File: src/rtl/div_radix2_core_pkg.sv
// Shared constants for the radix-2 divider core.
//   XLEN : machine word width, default operand width of the divider.
package div_radix2_core_pkg;
  localparam int XLEN = 32;
endpackage

File: src/rtl/div_radix2_core_clz.sv
// div_clz: parameterized combinational leading-zero counter.
//   data_i  [DATA_WIDTH-1:0]        : value to scan
//   count_o [clog2(DATA_WIDTH):0]   : number of leading zeros, DATA_WIDTH for 0
module div_clz #(
  parameter int DATA_WIDTH = 32,
  parameter int CW         = $clog2(DATA_WIDTH) + 1
) (
  input  logic [DATA_WIDTH-1:0] data_i,
  output logic [CW-1:0]         count_o
);
  // Scan LSB to MSB so the highest set bit wins.
  always_comb begin
    count_o = CW'(DATA_WIDTH);
    for (int i = 0; i < DATA_WIDTH; i++) begin
      if (data_i[i]) count_o = CW'(DATA_WIDTH - 1 - i);
    end
  end
endmodule

File: src/rtl/div_radix2_core.sv
// div_radix2_core: iterative unsigned restoring divider, one quotient bit per
// cycle, leading-zero dividend bits skipped, one-cycle fast paths.
//   clk, rst_n           : clock, async active-low reset
//   start                : request pulse, accepted only while busy=0
//   dividend, divisor    : unsigned operands, sampled on the accepted start
//   busy                 : RUN in progress
//   done                 : one-cycle result strobe
//   quotient, remainder  : registered results, held until the next result
//   divisor_is_zero      : registered flag for the last accepted operation
module div_radix2_core
  import div_radix2_core_pkg::*;
#(
  parameter int DATA_WIDTH = XLEN
) (
  input  logic                  clk,
  input  logic                  rst_n,
  input  logic                  start,
  input  logic [DATA_WIDTH-1:0] dividend,
  input  logic [DATA_WIDTH-1:0] divisor,
  output logic                  busy,
  output logic                  done,
  output logic [DATA_WIDTH-1:0] quotient,
  output logic [DATA_WIDTH-1:0] remainder,
  output logic                  divisor_is_zero
);
  localparam int W  = DATA_WIDTH;
  localparam int CW = $clog2(W) + 1;

  typedef enum logic {IDLE, RUN} state_t;

  state_t         state_q, state_d;
  logic [CW-1:0]  cnt_q, cnt_d;
  logic [W-1:0]   sh_q, sh_d;       // normalized dividend, MSB feeds R
  logic [W-1:0]   rem_q, rem_d;     // partial remainder (always < divisor)
  logic [W-1:0]   quo_q, quo_d;
  logic [W-1:0]   dvs_q, dvs_d;
  logic [W-1:0]   q_out_q, q_out_d;
  logic [W-1:0]   r_out_q, r_out_d;
  logic           dz_q, dz_d;
  logic           done_q, done_d;

  logic [CW-1:0]  clz;
  logic [CW-1:0]  k;
  logic           idle;
  logic [W-1:0]   src_r, src_sh, src_q, src_dvs;
  logic [W:0]     r_sh, diff;
  logic           qbit;
  logic [W-1:0]   step_r, step_sh, step_q;

  div_clz #(.DATA_WIDTH(W), .CW(CW)) u_clz (
    .data_i  (dividend),
    .count_o (clz)
  );

  assign k    = CW'(W) - clz;
  assign idle = (state_q == IDLE);

  // The first iteration is folded into the accept edge so that a K-bit
  // dividend finishes K edges after start; in IDLE the step consumes the
  // freshly normalized operands instead of the registers.
  always_comb begin
    src_r   = idle ? '0 : rem_q;
    src_sh  = idle ? (dividend << clz) : sh_q;
    src_q   = idle ? '0 : quo_q;
    src_dvs = idle ? divisor : dvs_q;
    r_sh    = {src_r, src_sh[W-1]};
    diff    = r_sh - {1'b0, src_dvs};
    qbit    = ~diff[W];
    step_r  = qbit ? diff[W-1:0] : r_sh[W-1:0];
    step_sh = src_sh << 1;
    step_q  = (src_q << 1) | W'(qbit);
  end

  always_comb begin
    state_d = state_q;
    cnt_d   = cnt_q;
    sh_d    = sh_q;
    rem_d   = rem_q;
    quo_d   = quo_q;
    dvs_d   = dvs_q;
    q_out_d = q_out_q;
    r_out_d = r_out_q;
    dz_d    = dz_q;
    done_d  = 1'b0;
    case (state_q)
      IDLE: begin
        if (start) begin
          if (divisor == '0) begin
            q_out_d = '1;
            r_out_d = dividend;
            dz_d    = 1'b1;
            done_d  = 1'b1;
          end else if (dividend < divisor) begin
            q_out_d = '0;
            r_out_d = dividend;
            dz_d    = 1'b0;
            done_d  = 1'b1;
          end else if (k == CW'(1)) begin
            // Single-bit dividend: the folded iteration is the whole job.
            q_out_d = step_q;
            r_out_d = step_r;
            dz_d    = 1'b0;
            done_d  = 1'b1;
          end else begin
            state_d = RUN;
            cnt_d   = k - CW'(1);
            sh_d    = step_sh;
            rem_d   = step_r;
            quo_d   = step_q;
            dvs_d   = divisor;
          end
        end
      end
      RUN: begin
        sh_d  = step_sh;
        rem_d = step_r;
        quo_d = step_q;
        cnt_d = cnt_q - CW'(1);
        if (cnt_q == CW'(1)) begin
          q_out_d = step_q;
          r_out_d = step_r;
          dz_d    = 1'b0;
          done_d  = 1'b1;
          state_d = IDLE;
        end
      end
      default: state_d = IDLE;
    endcase
  end

  always_ff @(posedge clk or negedge rst_n) begin
    if (!rst_n) begin
      state_q <= IDLE;
      cnt_q   <= '0;
      sh_q    <= '0;
      rem_q   <= '0;
      quo_q   <= '0;
      dvs_q   <= '0;
      q_out_q <= '0;
      r_out_q <= '0;
      dz_q    <= 1'b0;
      done_q  <= 1'b0;
    end else begin
      state_q <= state_d;
      cnt_q   <= cnt_d;
      sh_q    <= sh_d;
      rem_q   <= rem_d;
      quo_q   <= quo_d;
      dvs_q   <= dvs_d;
      q_out_q <= q_out_d;
      r_out_q <= r_out_d;
      dz_q    <= dz_d;
      done_q  <= done_d;
    end
  end

  assign busy            = (state_q == RUN);
  assign done            = done_q;
  assign quotient        = q_out_q;
  assign remainder       = r_out_q;
  assign divisor_is_zero = dz_q;
endmodule

File: config.mk
export PLATFORM = sky130hd
export DESIGN_NAME = div_radix2_core
export DESIGN_NICKNAME = d
export VERILOG_FILES = /design/src/rtl/div_radix2_core_pkg.sv /design/src/rtl/div_radix2_core_clz.sv /design/src/rtl/div_radix2_core.sv
export SDC_FILE = /design/constraint.sdc
export NUM_CORES = 1
export LEC_CHECK = 0
export ABC_AREA = 1
export BUFFER_PORTS_ARGS = -buffer_cell sky130_fd_sc_hd__buf_2
export CORE_AREA = 8 8 137 203
export DETAILED_ROUTE_END_ITERATION = 8
export DIE_AREA = 0 0 145 211
export HOLD_SLACK_MARGIN = 0.02
export PLACE_DENSITY = 0.74
export SYNTH_ARGS = -nofsm -noshare
export SYNTH_HDL_FRONTEND = slang
export SYNTH_SLANG_ARGS = --single-unit
File: constraint.sdc
create_clock -name clk -period 10.7 [get_ports clk]
set_input_delay 0.535 -clock clk [delete_from_list [all_inputs] [get_ports clk]]
set_output_delay 0.535 -clock clk [all_outputs]
set_load 0.01 [all_outputs]
* Word-level counts from Yosys, hierarchy flattened
Index checks and enable logic that the tools add are counted.
Word-level totals: register bits 200, output and inout bits 67, word-level logic and storage cells 121
Cells by class: add/sub/neg operators 4, $lt $le $gt $ge 1, equal/unequal tests 8, shifts and indexed selects 1, mux-type cells 87, bitwise logic cells 6, reductions and logical operators 4
Operators by type and width (count):
- 32-bit two-way mux | 22
- 32-bit case mux with 2 select lines | 4
- 6-bit two-way mux | 36
- 31-bit two-way mux | 5
- 31-bit case mux with 2 select lines | 1
- 33-bit by 32-bit subtractor with 33-bit output | 1
- 32-bit zero test | 1
- 32-bit < comparator | 1
- 32-bit by 1-bit OR with 32-bit output | 1
- 32-bit by 6-bit left shift with 32-bit output | 1
- 1-bit two-way mux | 15
- 6-bit by 1-bit == test with 1-bit output (second input constant) | 2
- 6-bit case mux with 2 select lines | 1
- 6-bit by 1-bit subtractor with 6-bit output (second input constant) | 2
- 2-bit != test (second input constant) | 4
- 1-bit case mux with 2 select lines | 3
- 6-bit subtractor (first input constant) | 1
- 1-bit NOT | 5
- 5-bit AND reduction | 1
- 4-bit by 1-bit != test with 1-bit output (second input constant) | 1
- 4-bit AND reduction | 1
- 3-bit AND reduction | 1
- 2-bit by 1-bit != test with 1-bit output (second input constant) | 1

* Depth between registers and ports, before layout
Gate-level depths: netlist of the first run.
depth after elaboration 42, depth in mapped cells 47, mapped depth without buffers 46

* Modules after synthesis
A second synthesis of the first run with hierarchy kept.
Unflattened totals: cell total of the unflattened synthesis 2403, area, all modules 14978.1 um^2
By module, submodules not included:
- div_radix2_core | instances 1, cells an instance 2293, area each 14528.9 um^2, sequential area each 4979.8 um^2
- div_clz | instances 1, cells an instance 110, area each 449.2 um^2, sequential area each 0.0 um^2

* Worst setup path before layout of the first run
OpenSTA, ideal clock, no wires.
path kind input-to-reg, from input dividend[8], to register r_out_q[29], in the netlist remainder[29], library setup time 0.123 ns, arrival 4.996 ns, slack 5.580 ns, stages on the path 33, path through inv_1 > nand3_1 > nor3_1 > nor2_1 > nand3_1 > nor3_1 > nand3_1 > nor3_1 > nand3_1 > nor3_1 > nand3_1 > nor2_1 > nor2_1 > nor2_1 > a21oi_1 > ha_1 > fa_1 > o21ai_2 > a21oi_2 > o21bai_2 > a21oi_2 > o21ai_2 > a21boi_1 > o21ai_2 > a21boi_2 > o21ai_2 > a21boi_1 > o21ai_2 > xor2_2 > buf_2 > o21ai_0 > o21ai_0 > o21ai_1
Between the ends: word-level cells in the longest chain between the ends 33
Ends and longest elaborated chain:
- start: declaration | line div_radix2_core.sv:18 | input logic [DATA_WIDTH-1:0] dividend,
- 6-bit two-way mux (24 in a row) | line div_radix2_core_clz.sv:15 | if (data_i[i]) count_o = CW'(DATA_WIDTH - 1 - i);
- 32-bit by 6-bit left shift with 32-bit output | line div_radix2_core.sv:63 | src_sh = idle ? (dividend << clz) : sh_q;
- 32-bit two-way mux | line div_radix2_core.sv:63
- 33-bit by 32-bit subtractor with 33-bit output | line div_radix2_core.sv:67 | diff = r_sh - {1'b0, src_dvs};
- 32-bit two-way mux | line div_radix2_core.sv:69 | step_r = qbit ? diff[W-1:0] : r_sh[W-1:0];
- 32-bit two-way mux | line div_radix2_core.sv:98 | end else if (k == CW'(1)) begin
- 32-bit two-way mux | line div_radix2_core.sv:93 | end else if (dividend < divisor) begin
- 32-bit two-way mux | line div_radix2_core.sv:88 | if (divisor == '0) begin
- 32-bit two-way mux | line div_radix2_core.sv:87 | if (start) begin
- 32-bit case mux with 2 select lines | line div_radix2_core.sv:85 | case (state_q)
- end signal: assignment | line div_radix2_core.sv:151 | r_out_q <= r_out_d;
- end: declaration | line div_radix2_core.sv:38 | logic [W-1:0] r_out_q, r_out_d;
Parallel ways exist; a longest one is shown, timed or not. The select of a mux whose other input is x is not followed. A chain may end at the register's enable or synchronous reset.

* Worst setup path in the final report of the first run
from input dividend[0], to register r_out_q[10], in the netlist remainder[10]
Between the ends: word-level cells in the longest chain between the ends 41
Ends and longest elaborated chain (line):
- 6-bit two-way mux (32 in a row) | div_radix2_core_clz.sv:15
- 32-bit by 6-bit left shift with 32-bit output | div_radix2_core.sv:63
- 32-bit two-way mux | div_radix2_core.sv:63
- 33-bit by 32-bit subtractor with 33-bit output | div_radix2_core.sv:67
- 32-bit two-way mux | div_radix2_core.sv:69
- 32-bit two-way mux | div_radix2_core.sv:98
- 32-bit two-way mux | div_radix2_core.sv:93
- 32-bit two-way mux | div_radix2_core.sv:88
- 32-bit two-way mux | div_radix2_core.sv:87
- 32-bit case mux with 2 select lines | div_radix2_core.sv:85
Parallel ways exist; a longest one is shown, timed or not. The select of a mux whose other input is x is not followed.

==> summary.txt, run 1 <==
Run
  – Max-Cap Viols: 0

Layout
  – Most frequent cells in the layout: 734 x nand2_1, 243 x nand3_1, 198 x dfrtp_1
  – # fillers: 2,419
  – Area Growth Syn to Fin: 9.85%
  – Share of layout cells above drive strength 1: 10.5%
  – Commonest non-fill, non-tap cell in the layout: nand2_1
  – Final nets: 2,165
  – Layout Cells excl Fill: 2,372

Worst setup path
  – Slowest stage delay, CP: 0.57 ns
  – CP endpoint kind: flip-flop
  – Worst EP arrival: 6.94 ns
  – FF-to-FF Start: busy
  – Critical path class: primary input to flip-flop
  – Kind of cell adding the most delay to the critical path: simple AND/OR/NAND/NOR gates
  – Critical path required time: 11.00 ns
  – CP startpoint kind: primary input
  – Worst reg2reg setup slack: 5.05 ns
  – R2R cell count: 23
  – Worst flop-to-flop path endpoint: remainder[10]
  – CP bufs+invs: 4
  – Crit-path max FO: 46
  – Slowest CP cell: nor2_1

Timing
  – Final Hold Fails: 0
  – Final setup violation count: 0
  – Fin crit share: 62.1%
  – Actual slew at the worst max-slew pin: 1.24 ns
  – Final Max Slew Viols: 0
  – Clock Skew: 0.0123 ns
  – F_max: 151 MHz
  – Fin worst setup slack: 4.06 ns
  – RSZ-0062 raised after global routing: no
  – Worst slew margin: 17.0%
  – Final min period: 6.64 ns
  – Setup TNS Final: 0 ns

Die
  – Chip height: 211 um
  – Core Area: 24,800 sq um
  – Die ar.: 30,600 sq um
  – Num rows: 71
  – Starting Density: 54.3%
  – I/O pin cnt: 134
  – Die X: 145 um

Detailed routing
  – Router iterations before antenna repair: 8
  – Via/cell ratio: 5.61
  – Detailed-route via count: 13,300
  – First DRT Iteration DRCs: 1,232
  – Final wirelength: 43,100 um
  – ANT nets after route: 0
  – Wire length per cell: 18.2 um
  – DRC: 0

Synth
  – Dominant synthesized flop cell: dfrtp_1
  – Number of synthesized flops with an enable pin: 0
  – Synth unique cells: 48
  – Ys Warns: 0
  – Top cells by area, synth: dfrtp_1 37%, nand2_1 21%, nand3_1 9.0%, ha_1 6.2%, o21ai_0 5.3%
  – Mapped Area: 13,500 sq um
  – Synth Area per Inst: 6.85 sq um
  – Yosys top cell by area: dfrtp_1
  – Sequential area share after synthesis: 37.0%
  – Syn Nets: 2,099
  – Cells after Synth: 1,964
  – Synth Register Bits: 199
  – Async S/R FF share, synth: 100%
  – Synth top area share: 37.0%

Clock network
  – Post-CTS resize count: 0
  – Cts hold-fix bufs: 0
  – CTS clk-pin slew, worst paths: 0.08 ns
  – Root Buffer: clkbuf_16
  – Clk_lat worst skew: 0.46 ns
  – CTS Sinks: 199
  – CTS tree: built
  – CTS Buffer Depth: 2
  – Post-CTS setup buffers: 0
  – CTS buffer count: 17
  – H-tree depth: 4

Global routing
  – Total gr overflow: 0
  – Largest net degree at the start of global routing: 126
  – Vias in the first global route: 12,900
  – Global Route Usage Sum: 28.1%
  – Initial antenna violation count: 1
  – First-pass GRT wire length: 68,300 um

Power
  – Pwr dens: 359 nW/um^2
  – VDD IR max: 0.264 mV
  – Leakage: 0.00794 uW

Placement
  – Final HPWL DP: 32,100 um
  – Pre-CTS setup slack: 3.74 ns
  – Post-placement cell count: 2,339
  – GPL Wtd Cong: 0.961
  – IO Port Bufs: 133

Min path
  – Hold WC Path Type: primary input to async pin

Status
  – Status: finished, final reports clean
-- cell usage after synthesis, drive strengths merged (11+ instances only) --
cell type / instances
nand4: 14
inv: 174
nor2: 63
buf: 48
xnor2: 11
a21oi: 58
o21ai: 209
nand2: 742
dfrtp: 199
clkbuf: 49
ha: 67
xor2: 21
nand3: 245
-- stage by stage --
stage | hold slack (ns) | area [sq um] | util (%) | power [uW]
final | 0.231 | 14800 | 59.6 | 5310
after global routing | 0.329 | 14800 | 59.6 | 5810
after CTS | 0.297 | 14800 | 59.6 | 5310
after detailed placement | 0.453 | 14200 | 57.2 | 4640
after global placement | 0.448 | 14200 | 57.2 | 4550
after floorplan | 0.239 | 13500 | - | 3820
-- report_power, final --
part	leakage [uW]	switching (uW)	internal (uW)
Clock	0.000281	347	316
Combinational	0.00512	2150	1210
Sequential	0.00254	176	1110
Total	0.00794	2670	2640
-- worst max-delay path by stage --
stage                               end  cells past startpoint  slack [ns]   startpoint
after floorplan           remainder[29]                     33        5.58  dividend[8]
after global placement    remainder[10]                     38        3.89  dividend[0]
after detailed placement  remainder[10]                     38        3.74  dividend[0]
after CTS                 remainder[10]                     38        4.17  dividend[0]
after global routing      remainder[10]                     38        3.50  dividend[0]
final                     remainder[10]                     38        4.06  dividend[0]
-- worst register-to-register path, stage by stage, from the launching register on --
cell and delay, ns:
dfrtp_2 0.43, inv_2 0.34, buf_4 0.61, o21ai_0 0.28, ha_1 0.38, a21oi_1 0.18
o21ai_2 0.10, a21oi_2 0.20, o21bai_2 0.11, a21oi_2 0.18, o21ai_2 0.08, a21boi_1 0.23
o21ai_2 0.11, a21boi_2 0.19, o21ai_2 0.10, a21boi_1 0.24, o21ai_2 0.13, xor2_4 0.38
buf_4 0.49, inv_1 0.28, nand3_1 0.13, o21ai_1 0.08, o21ai_0 0.16, o21ai_1 0.10
-- per-layer routing --
layer,share of wire (%),routed length [um],GRT usage [%],vias up
met1,40,17200,33.1,6185
met4,7.0,3010,19.8,2
met3,6.1,2630,4.85,103
met5,0.030,13,0,-
li1,-,-,-,6529
met2,47,20300,46.2,486
-- cells by family after synthesis --
family	count (synthesis)	share of synthesized area, %
fa+ha+maj	68	6.38
xor+xnor	32	2.14
buf+inv	271	8.33
flops	199	37.0
simple gates	1086	33.6
compound gates	308	12.5
-- registers in the layout, summed over array words and instances (netlist names) --
signal,flops
done,1
rem_q,32
remainder,32
divisor_is_zero,1
sh_q,31
cnt_q,6
quotient,32
busy,1
quo_q,31
dvs_q,32
-- final cells by class --
class                   count  area, sq um  area share, %
well taps                 328          410           2.78
repair buffers            144          757           5.12
clock inverters            15          170           1.15
multi-input cells        1494         7370           49.9
flip-flops and latches    199         4980           33.7
clock buffers              17          425           2.88
inverters                 174          654           4.43
diodes                      1         2.50         0.0169
(Power assumes the default switching activity.)
==> run 2, diff against run 1 <==
--- a/config.mk
+++ b/config.mk
@@ -5,13 +5,13 @@
 export SDC_FILE = /design/constraint.sdc
 export NUM_CORES = 1
 export LEC_CHECK = 0
-export ABC_AREA = 1
+export ABC_AREA = 0
 export BUFFER_PORTS_ARGS = -buffer_cell sky130_fd_sc_hd__buf_2
-export CORE_AREA = 8 8 137 203
+export CORE_AREA = 8 8 138 204
 export DETAILED_ROUTE_END_ITERATION = 8
-export DIE_AREA = 0 0 145 211
+export DIE_AREA = 0 0 146 212
 export HOLD_SLACK_MARGIN = 0.02
-export PLACE_DENSITY = 0.74
+export PLACE_DENSITY = 0.77
 export SYNTH_ARGS = -nofsm -noshare
 export SYNTH_HDL_FRONTEND = slang
 export SYNTH_SLANG_ARGS = --single-unit
==> constraint.sdc (replaced) <==
create_clock -name clk -period 5.5 [get_ports clk]
set_input_delay 0.275 -clock clk [delete_from_list [all_inputs] [get_ports clk]]
set_output_delay 0.275 -clock clk [all_outputs]
set_load 0.01 [all_outputs]
==> run 2 against run 1 <==
Global-route usage shrank 0.91 points. Non-clock buffer count grew 64. Synthesized cell count is 23% lower. Design area grew 5.4%. Sequential power grew 100%. Worst setup slack worse by 3.7 ns. Clock power is 90% higher. Sequential cell count unchanged. Critical path type unchanged.
==> summary.txt, run 2 <==
Layout
  – Commonest non-fill, non-tap cell in the layout: dfrtp_1
  – # fillers: 2,236 (-7.6%)
  – Final nets: 1,780 (-18%)
  – Layout Cells excl Fill: 1,992 (-16%)
  – Most frequent cells in the layout: 198 x dfrtp_1, 164 x nand2_1, 135 x nor2_1
  – Design area: 15,600 sq um (+5.4%)
  – Area Growth Syn to Fin: 14.2%
  – Share of layout cells above drive strength 1: 18.8% (+8.3 points)

Timing
  – Final Hold Fails: 0 (unchanged)
  – RSZ-0062 raised after global routing: no
  – Worst slew margin: 38.1% (+21 points)
  – Final setup violation count: 0 (unchanged)
  – Actual slew at the worst max-slew pin: 0.928 ns (-0.312 ns)
  – WHS: 0.0989 ns (-0.132 ns)
  – F_max: 193 MHz
  – Fin crit share: 94.1%
  – Clock Skew: 0.0128 ns (+0.000466 ns)
  – Fin worst setup slack: 0.326 ns (-3.73 ns)
  – Final Max Slew Viols: 0 (unchanged)
  – Final min period: 5.17 ns

Placement
  – Post-placement cell count: 1,958 (-16%)
  – Pre-CTS setup slack: -0.172 ns (-3.91 ns)
  – Placed cell areas: 15,000 sq um (+5.7%)
  – Final HPWL DP: 31,800 um (-0.99%)
  – IO Port Bufs: 133 (unchanged)
  – GPL Wtd Cong: 0.947 (-1.4%)

Clock network
  – Post-CTS setup buffers: 0 (unchanged)
  – Clk_lat worst skew: 0.45 ns (about the same)
  – CTS Sinks: 199 (unchanged)
  – Root Buffer: clkbuf_16
  – CTS Buffer Depth: 2 (unchanged)
  – CTS buffer count: 17 (unchanged)
  – CTS clk-pin slew, worst paths: 0.07 ns (about the same)
  – H-tree depth: 4 (unchanged)
  – CTS tree: built

Detailed routing
  – Via/cell ratio: 6.31 (+12%)
  – Final wirelength: 42,400 um (-1.8%)
  – First DRT Iteration DRCs: 1,025 (-17%)
  – Wire length per cell: 21.3 um (+17%)
  – ANT nets after route: 0 (unchanged)
  – DRC: 0 (unchanged)
  – Router iterations before antenna repair: 5 (-3)
  – Detailed-route via count: 12,600 (-5.5%)

Synth
  – Mapped Area: 13,600 sq um (+1.4%)
  – Most frequent cell after synthesis: dfrtp_1
  – Synth top area share: 36.5% (-0.51 points)
  – Yosys top cell by area: dfrtp_1
  – Cells after Synth: 1,510 (-23%)
  – Number of synthesized flops with an enable pin: 0 (unchanged)
  – Synth Area per Inst: 9.03 sq um (+32%)
  – Ys Warns: 0 (unchanged)
  – Dominant synthesized flop cell: dfrtp_1
  – Sequential area share after synthesis: 36.5% (-0.51 points)
  – Most frequent cells after synthesis: 199 x dfrtp_1, 164 x nand2_1, 135 x nor2_1
  – Async S/R FF share, synth: 100% (unchanged)
  – Syn Nets: 1,645 (-22%)
  – Synth unique cells: 86 (+79%)
  – Synth Register Bits: 199 (unchanged)
  – Top cells by area, synth: dfrtp_1 37%, mux2i_1 7.3%, ha_1 6.1%, nand2_1 4.5%, nor2_1 3.7%

Die
  – Starting Density: 53.7% (-0.58 points)
  – Core Area: 25,400 sq um (+2.5%)
  – Num rows: 72 (+1.4%)
  – Chip height: 212 um (+0.47%)
  – I/O pin cnt: 134 (unchanged)
  – Die ar.: 31,000 sq um (+1.2%)
  – Die X: 146 um (+0.69%)

Status
  – Status: finished, final reports clean

Global routing
  – Global Route Usage Sum: 27.2% (-0.91 points)
  – Vias in the first global route: 12,700 (-1.8%)
  – First-pass GRT wire length: 67,500 um (-1.2%)
  – Largest net degree at the start of global routing: 110 (-13%)
  – Initial antenna violation count: 0 (-1)
  – Total gr overflow: 0 (unchanged)

Power
  – Power Total: 10,800 uW (+100%)
  – Pwr dens: 696 nW/um^2 (+94%)
  – Leakage: 0.00735 uW (-7.4%)
  – VDD IR max: 0.458 mV (+74%)

Worst setup path
  – Critical path class: primary input to flip-flop
  – Worst reg2reg setup slack: 0.82 ns (-4.23 ns)
  – Crit-path max FO: 18 (-61%)
  – Worst EP arrival: 5.53 ns (-1.41 ns)
  – CP startpoint kind: primary input
  – Critical path required time: 5.86 ns (-5.14 ns)
  – CP endpoint kind: flip-flop

Min path
  – Hold WC Path Type: primary input to flip-flop

Run
  – Max-Cap Viols: 0 (unchanged)
## run 2: layout make-up
type | count | area [sq um] | share of cell area, %
Tap cell | 333 | 417 | 2.67
Antenna cell | 1 | 2.50 | 0.0161
Inverter | 50 | 188 | 1.20
Clock buffer | 21 | 460 | 2.96
Timing Repair Buffer | 208 | 1330 | 8.52
Sequential cell | 199 | 4980 | 32.0
Clock inverter | 11 | 116 | 0.747
Multi-Input combinational cell | 1169 | 8080 | 51.9
## run 2: repair_timing
item / in CTS / in global routing
gates resized for setup: 0 / 1
endpoints found under the setup margin: 0 / 9
hold endpoints to repair: 90 / 0
hold buffers: 1 / 0
## run 2: final timing paths
path,start,endpoint,depth (start not counted)
hold reg to reg,rem_q[11],rem_q[11],2
hold / removal,divisor[7],dvs_q[7],2
max in group asynchronous,rst_n,dvs_q[3],3
min in group asynchronous,rst_n,quotient[28],2
setup reg to reg,busy,remainder[27],18
setup / recovery,dividend[7],remainder[27],24
## run 2: routing by layer
metal | GRT usage, % | wire length (um)
met4 | 16.2 | 2360
met3 | 3.68 | 2290
met1 | 30.8 | 16300
met5 | 0 | 0
met2 | 48.4 | 21400
## run 2: worst max-delay path, cell delays in order
cell and delay [ns]:
buf_2 0.11, or2_2 0.30, a211oi_1 0.38, a2111oi_2 0.13
buf_4 0.18, o21ai_4 0.24, a22oi_1 0.19, mux2i_4 0.20
a22o_1 0.18, o22ai_1 0.12, ha_1 0.25, fa_1 0.39
nor2b_1 0.17, o31a_1 0.16, o2111ai_1 0.17, o21ai_2 0.29
a31oi_4 0.12, nor4_2 0.40, buf_4 0.20, o21a_1 0.19
buf_12 0.17, nor2_1 0.08, or3_1 0.40, a41oi_1 0.22
## run 2: through the flow
stage,utilization (%),setup TNS [ns]
after floorplan,-,0
after global placement,59.0,-0.209
after detailed placement,59.0,-2.63
after CTS,61.3,0
after global routing,61.3,0
final,61.3,0
## run 2: kinds of logic after synthesis
family	Yosys count	share of synthesized area, %
XOR/XNOR	32	2.05
adder cells (fa/ha/maj)	68	6.29
flip-flops	199	36.5
buffers and inverters	142	4.46
multiplexers	149	11.5
AND/OR/NAND/NOR	484	16.8
AO/OA/AOI/OAI	436	22.3
## run 2: power by group
group | total, uW | switching, uW | internal (uW)
Sequential | 2610 | 447 | 2160
Clock | 1260 | 599 | 658
Combinational | 6970 | 3930 | 3040
==> run 3, diff against run 2 <==
--- a/config.mk
+++ b/config.mk
@@ -10,8 +10,10 @@
 export CORE_AREA = 8 8 138 204
 export DETAILED_ROUTE_END_ITERATION = 8
 export DIE_AREA = 0 0 146 212
+export GPL_TIMING_DRIVEN = 0
 export HOLD_SLACK_MARGIN = 0.02
 export PLACE_DENSITY = 0.77
+export SLEW_MARGIN = 10
 export SYNTH_ARGS = -nofsm -noshare
 export SYNTH_HDL_FRONTEND = slang
 export SYNTH_SLANG_ARGS = --single-unit
==> run 3 against run 2 <==
Via count rose by 4.6%. Final cell count rose by 1.5%. Largest cell class unchanged. Clock skew barely moved. Critical path depth down 1. Largest power group unchanged. Worst setup slack worse by 0.23 ns. Clock power barely moved. Fmax shrank 4.3%. Critical endpoint is now rem_q[27]. Critical path type unchanged. Clock-buffer cell count down 2. Register-to-register slack worse by 0.59 ns. Sequential cell count stayed put.
==> summary.txt, run 3 (synthesis gave the netlist of run 2 again) <==
Die
  – Core Area: 25,400 sq um (unchanged)
  – Die X: 146 um (unchanged)
  – Die ar.: 31,000 sq um (unchanged)
  – Starting Density: 53.7% (unchanged)
  – Chip height: 212 um (unchanged)
  – Num rows: 72 (unchanged)
  – I/O pin cnt: 134 (unchanged)

Power
  – VDD IR max: 0.537 mV (+17%)
  – Leakage: 0.00732 uW (-0.42%)
  – Pwr dens: 719 nW/um^2 (+3.4%)

Worst setup path
  – Worst EP arrival: 5.75 ns (+0.22 ns)
  – Slowest stage delay, CP: 0.44 ns (+0.04 ns)
  – Crit-path max FO: 8 (-10)
  – Worst reg2reg setup slack: 0.23 ns (-0.59 ns)
  – Worst-path cell chain: buf_2, nor2b_1, o21a_1, nor4_4, o311ai_2, and2_1, buf_4, mux2i_4, a22o_1, o22ai_2, ha_2, fa_1, nor2b_1, o31a_1, o2111ai_1, o21ai_2, a31oi_4, nor4_4, nor3_4, buf_4, nor2_2, o21ai_0, mux2_1
  – CP startpoint kind: primary input
  – R2R cell count: 18 (unchanged)
  – Critical path required time: 5.84 ns (-0.02 ns)
  – Critical path class: primary input to flip-flop
  – Worst flop-to-flop path endpoint: remainder[3]
  – Slowest CP cell: nor4_4
  – CP endpoint kind: flip-flop
  – FF-to-FF Start: busy

Detailed routing
  – First DRT Iteration DRCs: 947 (-7.6%)
  – Detailed-route via count: 13,100 (+4.6%)
  – Metal3 WL: 3080 um (+34%)
  – DRC: 0 (unchanged)
  – ANT nets after route: 0 (unchanged)
  – Wire length per cell: 25.5 um (+20%)
  – Top sig layer: met4
  – Metal2 WL: 26,200 um (+22%)
  – Met1 Routed Length: 17,800 um (+9.2%)
  – Router iterations before antenna repair: 6 (+1)
  – Final wirelength: 51,500 um (+21%)
  – Via/cell ratio: 6.50 (+3.1%)

Layout
  – Commonest non-fill, non-tap cell in the layout: dfrtp_1
  – Most frequent cells in the layout: 198 x dfrtp_1, 163 x nand2_1, 156 x buf_2
  – Multi-input gate area: 8200 sq um (+1.4%)
  – Final nets: 1,809 (+1.6%)
  – # fillers: 2,244 (+0.36%)
  – Share of layout cells above drive strength 1: 19.2% (+0.40 points)
  – Register area: 4980 sq um (about the same)
  – Area Growth Syn to Fin: 14.6%

Timing
  – Final min period: 5.40 ns (+0.231 ns)
  – F_max: 185 MHz (-4.3%)
  – Fin worst setup slack: 0.0954 ns (-0.231 ns)
  – Final setup violation count: 0 (unchanged)
  – Actual slew at the worst max-slew pin: 0.816 ns (-0.112 ns)
  – RSZ-0062 raised after global routing: no
  – Final Hold Fails: 0 (unchanged)
  – WHS: 0.0938 ns (-0.00519 ns)
  – Final Max Slew Viols: 0 (unchanged)
  – Clock Skew: 0.0132 ns (+0.000363 ns)
  – Worst slew margin: 45.6% (+7.4 points)
  – Fin crit share: 98.3% (+4.2 points)

Global routing
  – Largest net degree at the start of global routing: 103 (-6.4%)
  – Global Route Usage Sum: 32.7% (+5.5 points)
  – Vias in the first global route: 13,300 (+4.8%)
  – Initial antenna violation count: 2 (+2)
  – First-pass GRT wire length: 77,000 um (+14%)
  – Total gr overflow: 0 (unchanged)

Placement
  – Final HPWL DP: 40,400 um (+27%)
  – GPL Wtd Cong: 1.03 (+8.7%)
  – Pre-CTS setup slack: -1.90 ns (-1.73 ns)
  – IO Port Bufs: 133 (unchanged)

Clock network
  – Root Buffer: clkbuf_16
  – CTS buffer count: 17 (unchanged)
  – CTS Buffer Depth: 2 (unchanged)
  – Clk_lat worst skew: 0.46 ns (about the same)
  – CTS tree: built
  – CTS Sinks: 199 (unchanged)
  – H-tree depth: 4 (unchanged)
  – CTS clk-pin slew, worst paths: 0.08 ns (about the same)

Min path
  – Hold WC Path Type: primary input to flip-flop
  – WHS Endpoint: dvs_q[7]
  – Hold path start: divisor[7]
  – Hold depth: 2 (unchanged)

Status
  – Status: finished, final reports clean

Run
  – Max-Cap Viols: 0 (unchanged)
## run 3: cell count changes in the layout (fill, tap and decap cells not counted), sizes merged
cell | previous run | this run
buf | 206 | 191
inv | 53 | 56
clkinvlp | 3 | 1
clkbuf | 22 | 64
clkinv | 4 | 5
bufinv | 1 | 0
diode | 1 | 2
## run 3: critical path, delay by kind of cell
family	cells	cell delay, ns
adder cells (fa/ha/maj)	2	0.70
AND/OR/NAND/NOR	7	1.82
AO/OA/AOI/OAI	9	1.87
buffers and inverters	3	0.52
multiplexers	2	0.54
## run 3: timing repair
action	4_1_cts	5_1_grt
resized for setup	55	23
pin swaps	5	5
buffers inserted	5	5
endpoints found under the hold margin	97	0
endpoints found under the setup margin	66	37
hold buffers	1	0
## run 3: how the worst max path moves through the flow
stage	startpoint	end	cells past startpoint
final	dividend[27]	rem_q[27]	23
after global routing	dividend[28]	remainder[21]	22
after CTS	dividend[29]	remainder[30]	22
after detailed placement	busy	remainder[28]	17
after global placement	busy	remainder[21]	17
after floorplan	dividend[29]	remainder[30]	21
## run 3: routing by layer
| layer | GRT usage, % | up-vias |
|---|---|---|
| met4 | 25.5 | 0 |
| met2 | 58.9 | 640 |
| li1 | - | 5906 |
| met5 | 0 | - |
| met3 | 4.94 | 220 |
| met1 | 33.7 | 6376 |
## run 3: layout make-up
cell class              count  area share [%]
diodes                      2          0.0320
clock buffers              19            2.90
well taps                 333            2.67
clock inverters            12           0.721
repair buffers            145            5.06
inverters                  50            1.20
multi-input cells        1169            52.5
plain buffers              92            3.08
flip-flops and latches    199            31.9
## run 3: metrics by stage
step / utilization, % / power (uW) / cells / TNS, ns / area [sq um]
final: 61.5 / 11200 / 2021 / 0 / 15600
after global routing: 61.5 / 12000 / 2021 / 0 / 15600
after CTS: 61.1 / 11000 / 2014 / 0 / 15500
after detailed placement: 58.1 / 9590 / 1977 / -107.49 / 14800
after global placement: 57.9 / 9450 / 1976 / -105.43 / 14700
after floorplan: - / 7470 / 1510 / 0 / 13600
## run 3: report_power, final
group | switching, uW | internal [uW] | total, uW
combinational | 4470 | 2970 | 7440
sequential | 400 | 2160 | 2560
clock | 622 | 620 | 1240
total | 5490 | 5750 | 11200
